<file path="src/rtl/fetch_queue.sv">
// Instruction prefetch queue: owns the fetch PC and buffers up to DEPTH {pc, instr} pairs for decode.
// Define FETCH_QUEUE_BYPASS_EN to present the memory word combinationally when the queue is empty.
`timescale 1ns/1ps
module fetch_queue #(
  parameter int          DEPTH    = 4,
  parameter logic [31:0] RESET_PC = 32'h0000_0000
) (
  input  logic                         clk,
  input  logic                         rst,
  input  logic                         redirect_valid,
  input  logic [31:0]                  redirect_pc,
  output logic [31:0]                  imem_addr,
  input  logic [31:0]                  imem_rdata,
  input  logic                         stall_d,
  output logic                         valid_d,
  output logic [31:0]                  instr_d,
  output logic [31:0]                  pc_d,
  output logic [31:0]                  pc_plus4_d,
  output logic [$clog2(DEPTH+1)-1:0]   count
);

  localparam int PW = $clog2(DEPTH);
  localparam int CW = $clog2(DEPTH+1);
  localparam logic [CW-1:0] FULL_CNT = CW'(DEPTH);
  localparam logic [31:0]   NOP      = 32'h0000_0013;

  logic [31:0]   pc_mem_q    [DEPTH];
  logic [31:0]   instr_mem_q [DEPTH];

  logic [PW-1:0] rptr_q, rptr_d;
  logic [PW-1:0] wptr_q, wptr_d;
  logic [CW-1:0] count_q, count_d;
  logic [31:0]   fetch_pc_q, fetch_pc_d;

  logic          buf_valid;
  logic          full;
  logic          pop;
  logic          push;
  logic          wr_en;
  logic          byp;
  logic          unused_redirect_lsbs;

  assign unused_redirect_lsbs = ^redirect_pc[1:0];

  always_comb begin
    buf_valid = (count_q != '0);
    full      = (count_q == FULL_CNT);
    pop       = buf_valid & ~stall_d & ~redirect_valid;
`ifdef FETCH_QUEUE_BYPASS_EN
    byp       = ~buf_valid & ~redirect_valid & rst;
`else
    byp       = 1'b0;
`endif
    push      = ~redirect_valid & (~full | pop);
    // A bypassed word that decode takes directly advances the PC but never enters the buffer.
    wr_en     = push & ~(byp & ~stall_d);
  end

  always_comb begin
    rptr_d     = rptr_q + PW'(pop);
    wptr_d     = wptr_q + PW'(wr_en);
    count_d    = count_q;
    fetch_pc_d = push ? fetch_pc_q + 32'd4 : fetch_pc_q;
    case ({wr_en, pop})
      2'b10:   count_d = count_q + CW'(1);
      2'b01:   count_d = count_q - CW'(1);
      default: count_d = count_q;
    endcase
    if (redirect_valid) begin
      rptr_d     = '0;
      wptr_d     = '0;
      count_d    = '0;
      fetch_pc_d = {redirect_pc[31:2], 2'b00};
    end
  end

  always_ff @(posedge clk) begin
    if (!rst) begin
      rptr_q     <= '0;
      wptr_q     <= '0;
      count_q    <= '0;
      fetch_pc_q <= RESET_PC;
    end else begin
      rptr_q     <= rptr_d;
      wptr_q     <= wptr_d;
      count_q    <= count_d;
      fetch_pc_q <= fetch_pc_d;
    end
  end

  always_ff @(posedge clk) begin
    if (wr_en) begin
      pc_mem_q[wptr_q]    <= fetch_pc_q;
      instr_mem_q[wptr_q] <= imem_rdata;
    end
  end

  always_comb begin
    valid_d    = 1'b0;
    instr_d    = NOP;
    pc_d       = '0;
    pc_plus4_d = '0;
    if (byp) begin
      valid_d    = 1'b1;
      instr_d    = imem_rdata;
      pc_d       = fetch_pc_q;
      pc_plus4_d = fetch_pc_q + 32'd4;
    end else if (buf_valid && !redirect_valid) begin
      valid_d    = 1'b1;
      instr_d    = instr_mem_q[rptr_q];
      pc_d       = pc_mem_q[rptr_q];
      pc_plus4_d = pc_mem_q[rptr_q] + 32'd4;
    end
  end

  assign imem_addr = fetch_pc_q;
  assign count     = count_q;

endmodule

</file>
<file path="config.mk">
export PLATFORM = sky130hd
export DESIGN_NAME = fetch_queue
export DESIGN_NICKNAME = d
export VERILOG_FILES = /design/src/rtl/fetch_queue.sv
export SDC_FILE = /design/constraint.sdc
export NUM_CORES = 1
export LEC_CHECK = 0
export CORE_MARGIN = 3
export CORE_UTILIZATION = 40
export CTS_CLUSTER_SIZE = 25
export DETAILED_ROUTE_END_ITERATION = 10
export GPL_ROUTABILITY_DRIVEN = 0
export PLACE_DENSITY = 0.72
export SYNTH_ARGS = -nofsm -noshare
export SYNTH_HDL_FRONTEND = slang
export SYNTH_SLANG_ARGS = --single-unit
</file>
<file path="constraint.sdc">
create_clock -name clk -period 6.5 [get_ports clk]
set_input_delay 1.3 -clock clk [delete_from_list [all_inputs] [get_ports clk]]
set_output_delay 1.3 -clock clk [all_outputs]
set_load 0.05 [all_outputs]
</file>
# Yosys cells after proc, flatten, opt, wreduce, memory -nomap -nowiden
# Memories as Yosys holds them, arrays and structs flattened. A register that Yosys moved wholly into a read port is not among the register bits.
# Cells that the tools add are included.
# classes
add_sub_neg,6
eq_ne,3
muxes,11
bitwise,8
reduce_logical,6
# ops
operator,n
32-bit two-way mux,5
"32-bit by 3-bit adder with 32-bit output, second input constant",2
3-bit case mux with 2 select lines,1
2-bit by 1-bit adder with 2-bit output,2
2-bit two-way mux,2
1-bit NOT,4
2-bit nonzero test,2
"3-bit by 1-bit adder with 3-bit output, second input constant",1
1-bit bitwise AND,3
"3-bit == test, second input constant",1
1-bit two-way mux,3
3-bit nonzero test,1
"3-bit by 1-bit subtractor with 3-bit output, second input constant",1
"2-bit by 1-bit == test with 1-bit output, second input constant",1
"2-bit == test, second input constant",1
2-bit OR reduction,1
1-bit logical AND,1
1-bit zero test,1
1-bit bitwise OR,1
# totals
regBits,39
ramBits,256
input_bits,68
output_inout_bits,132
wordCells,41
n_memories,2
# memory_table
memory,depth,word_bits,rd,rd_ports_with_merged_regs,wr,line_no,rtl
instr_mem_q,4,32,1,1,1,28,logic [31:0] instr_mem_q [DEPTH];
pc_mem_q,4,32,1,1,1,27,logic [31:0] pc_mem_q [DEPTH];

# Longest topological paths before layout
# depth
word_depth,7
ltp_mapped,11
depth_no_buf,8

# Least setup slack after synthesis
# Ideal clock, no wire load.
# synth_timing
kind,input -> register
startpoint,input redirect_valid
endpoint,memory instr_mem_q[0][0] (enable)
setup_time_ns,0.559
t_arrival_ns,5.718
t_required_ns,5.941
path_slack_ns,0.223
path_stages,3
n_path_buf,0
cell_sequence,clkinv_1 -> nand2_1 -> nor3_1
# synth_via
elab_chain_cells,6
# synth_lines
element,line_no,rtl
"start, declared",10,"input logic redirect_valid,"
1-bit NOT (*),"48, 54",
1-bit bitwise AND,48,pop = buf_valid & ~stall_d & ~redirect_valid;
1-bit bitwise OR,54,push = ~redirect_valid & (~full | pop);
1-bit bitwise AND (*),54,
1-bit two-way mux (*),92,if (wr_en) begin
1-bit two-way mux (not written as such) (*),94,instr_mem_q[wptr_q] <= imem_rdata;
"end, declared",28,
# Every way passes the cells marked *; elsewhere a longest branch is shown, timed or not.

==> impl_table.tex <==
\begin{tabular}{lr}
\hline
Metric & Value \\
\hline
\multicolumn{2}{l}{\textbf{Yosys}} \\
Simple-gate area share of the yosys netlist & 11.4\% \\
Number of enable flip-flop cells after synthesis & 248 \\
Synth async-reset ratio & 0\% \\
Sequential area share after synthesis & 66.6\% \\
Post-synthesis xor/xnor area fraction & 2.49\% \\
Main synth FF type & sky130\_fd\_sc\_hd\_\_edfxtp\_1 \\
Synth Cell Area & 12300 µm² \\
Total of flip-flops plus latches after synthesis & 285 \\
Synth Area in Compound Gates & 3.16\% \\
Adder-cell area share of the yosys netlist & 0.712\% \\
Yosys Warn Count & 0 \\
Cells after Synth & 774 \\
Main combinational cell family by area after synthesis & multiplexers \\
Mux contribution to synthesized area & 13.2\% \\
Count of distinct cell types in the synthesized netlist & 55 \\
Avg Synthesized Cell Area & 15.9 µm² \\
\multicolumn{2}{l}{\textbf{Final layout}} \\
Fraction of final layout cells with drive strength greater than 1 & 19.8\% \\
Syn-to-layout area delta & 24.8\% \\
Final std cells w/o fill & 1378 \\
Number of nets in the final layout & 1042 \\
Most frequent standard cell in the layout excluding fill and tap cells & sky130\_fd\_sc\_hd\_\_edfxtp\_1 \\
Number of antenna cells inserted & 0 \\
Most used cells in the layout excluding fill and tap cells & 248 x sky130\_fd\_sc\_hd\_\_edfxtp\_1, 119 x sky130\_fd\_sc\_hd\_\_clkdlybuf4s50\_1, 78 x sky130\_fd\_sc\_hd\_\_buf\_4 \\
Utilization after layout & 51.3\% \\
Post-route design area & 15400 µm² \\
\multicolumn{2}{l}{\textbf{Critical path}} \\
Worst Setup SP & rptr\_q[1] \\
Critical path buffers and inverters & 1 \\
Beginning of the worst register-to-register path & count[0] \\
Worst Path Max Fanout & 33 \\
Required time of the worst setup path & 5.20 ns \\
Crit-path leading delay family & simple AND/OR/NAND/NOR gates \\
Delay of the slowest cell on the worst path & 0.90 ns \\
Data arrival at the endpoint of the critical path & 4.15 ns \\
Kind of end point of the critical path & output port \\
Slowest CP cell & sky130\_fd\_sc\_hd\_\_clkdlybuf4s50\_1 \\
Path type of the worst setup path & register to output port \\
Type of origin of the critical path & register \\
Cells traversed along the worst timing path & mux4\_2 > and4\_1 > nand4\_4 > or3\_1 > a21oi\_1 > clkdlybuf4s50\_1 \\
\multicolumn{2}{l}{\textbf{STA}} \\
Final clock period utilization by the worst path & 83.8\% \\
Measured slew at the worst slew-check pin & 0.986 ns \\
RSZ-0062 raised after global routing & no \\
Total negative setup slack & 0 ns \\
Relative slew slack & 34.2\% \\
Min Clock Period, post-route & 5.45 ns \\
Final Skew & 0.0136 ns \\
Final number of hold-violating endpoints & 0 \\
Max Fclk & 184 MHz \\
Slack of the critical path & 1.05 ns \\
Number of setup violations in the final report & 0 \\
Number of pins with negative max-slew slack in the final report & 0 \\
\multicolumn{2}{l}{\textbf{Pwr}} \\
Leakage power & 0.00531 µW \\
Max IR drop VDD & 191 µV \\
Power density normalized to cell area & 264 nW/µm² \\
\multicolumn{2}{l}{\textbf{CTS}} \\
Number of post-CTS setup repair buffers & 0 \\
Resize count post-CTS & 0 \\
Worst-skew pair later-pin latency & 0.54 ns \\
Number of buffers inserted during clock tree synthesis & 29 \\
Hold Buf Count CTS & 0 \\
H-tree levels & 1 \\
Clk Tree Root Cell & sky130\_fd\_sc\_hd\_\_clkbuf\_16 \\
Number of clock sinks & 285 \\
Clock transition at the register clock pins on the worst setup and hold paths after CTS & 0.06 ns \\
TritonCTS clock tree & yes \\
Maximum count of clock buffers along a single path & 3 \\
\multicolumn{2}{l}{\textbf{Placement}} \\
Area post-placement & 14400 µm² \\
Placed wire-length estimate after detailed placement & 18000 µm \\
Number of cells in the design after placement & 1326 \\
Input/output buffers & 191 \\
Worst slack, placed & 1.59 ns \\
\multicolumn{2}{l}{\textbf{Route}} \\
Mean routed wirelength per cell & 20.1 µm \\
Vias after detailed routing & 7234 \\
Post-detailed-route count of antenna-violating nets & 0 \\
\# DRC & 0 \\
Violation count after the first detailed-route iteration & 431 \\
Pre-Repair DR Iteration Count & 5 \\
Total routed wirelength & 27700 µm \\
Vias/cell & 5.25 \\
\multicolumn{2}{l}{\textbf{Floorplan}} \\
Vertical die dimension & 181 µm \\
Core Area & 30000 µm² \\
Cell Rows & 63 \\
DIE AREA & 32900 µm² \\
Count of boundary I/O pins & 200 \\
Effective utilization at floorplan & 41.1\% \\
Die width & 181 µm \\
\multicolumn{2}{l}{\textbf{Status}} \\
Run status & finished clean \\
\multicolumn{2}{l}{\textbf{Flow run}} \\
Max-cap violation count & 0 \\
\multicolumn{2}{l}{\textbf{GRT}} \\
Global-route wire length before repair & 42900 µm \\
Largest net degree at the start of global routing & 63 \\
Initial antenna violation count & 0 \\
Grt ovf & 0 \\
Total Routing Usage GR & 16.5\% \\
Via count of the first global-routing pass & 7255 \\
\multicolumn{2}{l}{\textbf{Min path}} \\
Worst hold path type & register to register \\
Startpoint of the tightest hold check path & count[0] \\
\hline
\end{tabular}
flip-flops by register name, summed over array words and instances (netlist names):
| signal | cells |
|---|---|
| pc_mem_q | 120 |
| instr_mem_q | 128 |
| imem_addr | 30 |
| wptr_q | 2 |
| rptr_q | 2 |
| count | 3 |
cell usage after synthesis, drive strengths merged, types with 2 or more instances:
library cell	n	area (µm²)
nor3	18	90.1
edfxtp	248	7450
ha	7	87.6
o21ai	24	120
xnor2	21	184
mux2	13	146
o211a	11	110
and3	11	68.8
buf	23	176
inv	12	45.0
nand4b	2	17.5
a21boi	2	15.0
dfxtp	37	741
nand4	11	83.8
o311a	3	30.0
nor2	41	154
clkbuf	21	78.8
a21oi	9	45.0
mux2i	3	30.0
and2	65	408
or3	8	50.1
a31oi	2	12.5
nor4	4	40.0
nand2	40	150
xor2	14	123
o211ai	2	15.0
nand2b	15	93.8
mux4	62	1450
and4	6	57.6
nand3	26	140
o21a	2	15.0
kinds of logic (layout without fill, tap and decap cells):
logic type / after synthesis / in the layout
compound gates: 58 / 58
xor+xnor: 35 / 35
fa+ha+maj: 7 / 7
buf+inv: 57 / 266
flops: 285 / 285
mux: 78 / 78
other cells: 1 / 6
simple gates: 253 / 253
final cells by class:
cell class / instances / area, µm²
clock buffers: 32 / 737
clock inverters: 20 / 183
fillers: 2511 / 14600
inverters: 13 / 48.8
multi-input cells: 437 / 3850
flip-flops and latches: 285 / 8190
well taps: 390 / 488
repair buffers: 201 / 1860
worst reg2reg max path: stages, from the launching register on:
cell                      delay, ns
sky130_fd_sc_hd__dfxtp_1       0.39
sky130_fd_sc_hd__inv_1         0.06
sky130_fd_sc_hd__ha_1          0.24
sky130_fd_sc_hd__nand3_1       0.10
sky130_fd_sc_hd__nand2_1       0.10
sky130_fd_sc_hd__inv_1         0.26
sky130_fd_sc_hd__nand2_1       0.14
sky130_fd_sc_hd__nor2_4        0.43
sky130_fd_sc_hd__buf_4         0.67
power by group:
group / internal [µW] / switching (µW) / total (µW) / leakage (µW)
Sequential: 2050 / 43.9 / 2090 / 0.00262
Clock: 934 / 658 / 1590 / 0.000456
Combinational: 145 / 230 / 375 / 0.00223
Total: 3130 / 932 / 4060 / 0.00531
path summary, 6_finish.rpt:
| path | end | slack [ns] | depth (start not counted) |
|---|---|---|---|
| setup / recovery | pc_plus4_d[18] | 1.05 | 6 |
| hold / removal | count[0] | 0.57 | 2 |
| hold reg to reg | count[0] | 0.57 | 2 |
| setup reg to reg | instr_mem_q[1][5] | 3.71 | 8 |
layer usage:
metal  routed length, µm  track usage [%]  part of all wire, %  up-vias
li1                    -                -                    -     3361
met1               12100             23.4                   44     3588
met2               12900             26.6                   47      248
met3                2000             3.43                  7.2       37
met4                 616             3.81                  2.2        0
met5                   0                0                    0        -
metrics by stage:
| step | total power, µW | hold slack, ns |
|---|---|---|
| after floorplan | 2360 | 0.529 |
| after global placement | 2500 | 0.547 |
| after detailed placement | 2510 | 0.553 |
| after CTS | 4110 | 0.573 |
| after global routing | 4210 | 0.606 |
| final | 4060 | 0.571 |
Power figures use the tool's default switching activity.
==> RTL edit (config.mk and constraints unchanged) <==
`DEPTH`: 4 -> 2.
--- a/src/rtl/fetch_queue.sv
+++ b/src/rtl/fetch_queue.sv
@@ -2,7 +2,7 @@
 // Define FETCH_QUEUE_BYPASS_EN to present the memory word combinationally when the queue is empty.
 `timescale 1ns/1ps
 module fetch_queue #(
-  parameter int          DEPTH    = 4,
+  parameter int          DEPTH    = 2,
   parameter logic [31:0] RESET_PC = 32'h0000_0000
 ) (
   input  logic                         clk,
Ports: changed (resized count); port bits go from 200 to 199. No check against the original RTL was run, so the function may have changed too.
==> RTL edit against the original RTL <==
Sequential power fell by 43%; clock power decreased by 41%; routed wire length down 33%; hold slack worse by 0.034 ns; non-clock buffer count shrank 1; total power shrank 39%; fmax is 3.7% higher; sequential cell count shrank 127; worst setup slack improved by 0.20 ns; first-iteration DRC count is 42% lower; cell area fell by 34%; synthesized area decreased by 39%; die area fell by 38%.
==> RTL edit: results (changes against the original RTL) <==
GRT:
- The total routing resource utilization after global routing is 0.180 (was 0.165).
- The via count of the first global-routing pass is 5371 (was 7255).
- The pin count of the biggest net entering global routing is 72 (was 63).

Pwr:
- The leakage power total is 3.26 nW (was 5.31 nW).
- The worst vdd rail ir drop is 172 µV (was 191 µV).
- The internal portion of total power is 1.81 mW (was 3.13 mW).
- The part of the power in the clock network is 0.377 (was 0.392).
- The post-layout total power is 2.47 mW (was 4.06 mW).

Synthesis:
- The post-synthesis xor/xnor area fraction came to 0.0527 (was 0.0249).
- The count of flip-flops with a built-in enable after synthesis came to 124 (was 248).
- The complex-gate fraction of the synthesized area came to 0.0785 (was 0.0316).
- The synthesized area per cell is 11.5 µm² (was 15.9 µm²).
- The post-synthesis adder-cell area fraction came to 0.00837 (was 0.00712).

Placement:
- The placed wire-length estimate after detailed placement is 13.5 mm (was 18.0 mm).
- The area after detailed placement is 0.00959 mm² (was 0.0144 mm²).

Worst setup path:
- The maximum single-stage delay on the critical path is 0.97 ns (was 0.90 ns).
- The largest delay contributor family on the critical path is flip-flops (was simple AND/OR/NAND/NOR gates).

Detailed routing:
- The number of DRC markers in iteration 0 is 250 (was 431).
- The first-pass iteration count of the detailed router is 4 (was 5).
- The via count of the routed design is 5570 (was 7234).

STA:
- The final setup skew was 0.00747 ns (was 0.0136 ns).

Final layout:
- The share of post-route cells with drive strength above 1 is 0.0847 (was 0.198).
- The number of flip-flops in the largest register is 64 (was 128).

Status:
- Run status: finished, final reports clean (unchanged).

Clock network:
- The maximum root-to-sink buffer count is 2 (was 3).
- The source-to-sink clock delay at the later pin of the worst-skew pair was 0.41 ns (was 0.54 ns).
-- RTL edit: area by class of cell --
| type | count | area (µm²) | share of cell area |
|---|---|---|---|
| sequential | 158 | 4410 | 0.434 |
| multi-input combinational | 451 | 2880 | 0.284 |
| timing repair buffer | 200 | 1970 | 0.194 |
| clock buffer | 17 | 425 | 0.0419 |
| tap | 229 | 287 | 0.0282 |
| clock inverter | 14 | 139 | 0.0137 |
| inverter | 10 | 37.5 | 0.00370 |
-- RTL edit: layer usage --
layer	wire (µm)	up-vias
li1	-	2766
met1	8620	2613
met2	8390	176
met3	1280	15
met4	204	0
met5	0	-
-- RTL edit: worst paths after layout --
kind                        end     startpoint  slack, ns  cells after the start
max              pc_plus4_d[29]         rptr_q       1.25                      6
min reg2reg     pc_mem_q[0][28]  imem_addr[28]       0.54                      0
max reg2reg  instr_mem_q[0][15]       count[0]       3.64                      5
min             pc_mem_q[0][28]  imem_addr[28]       0.54                      0
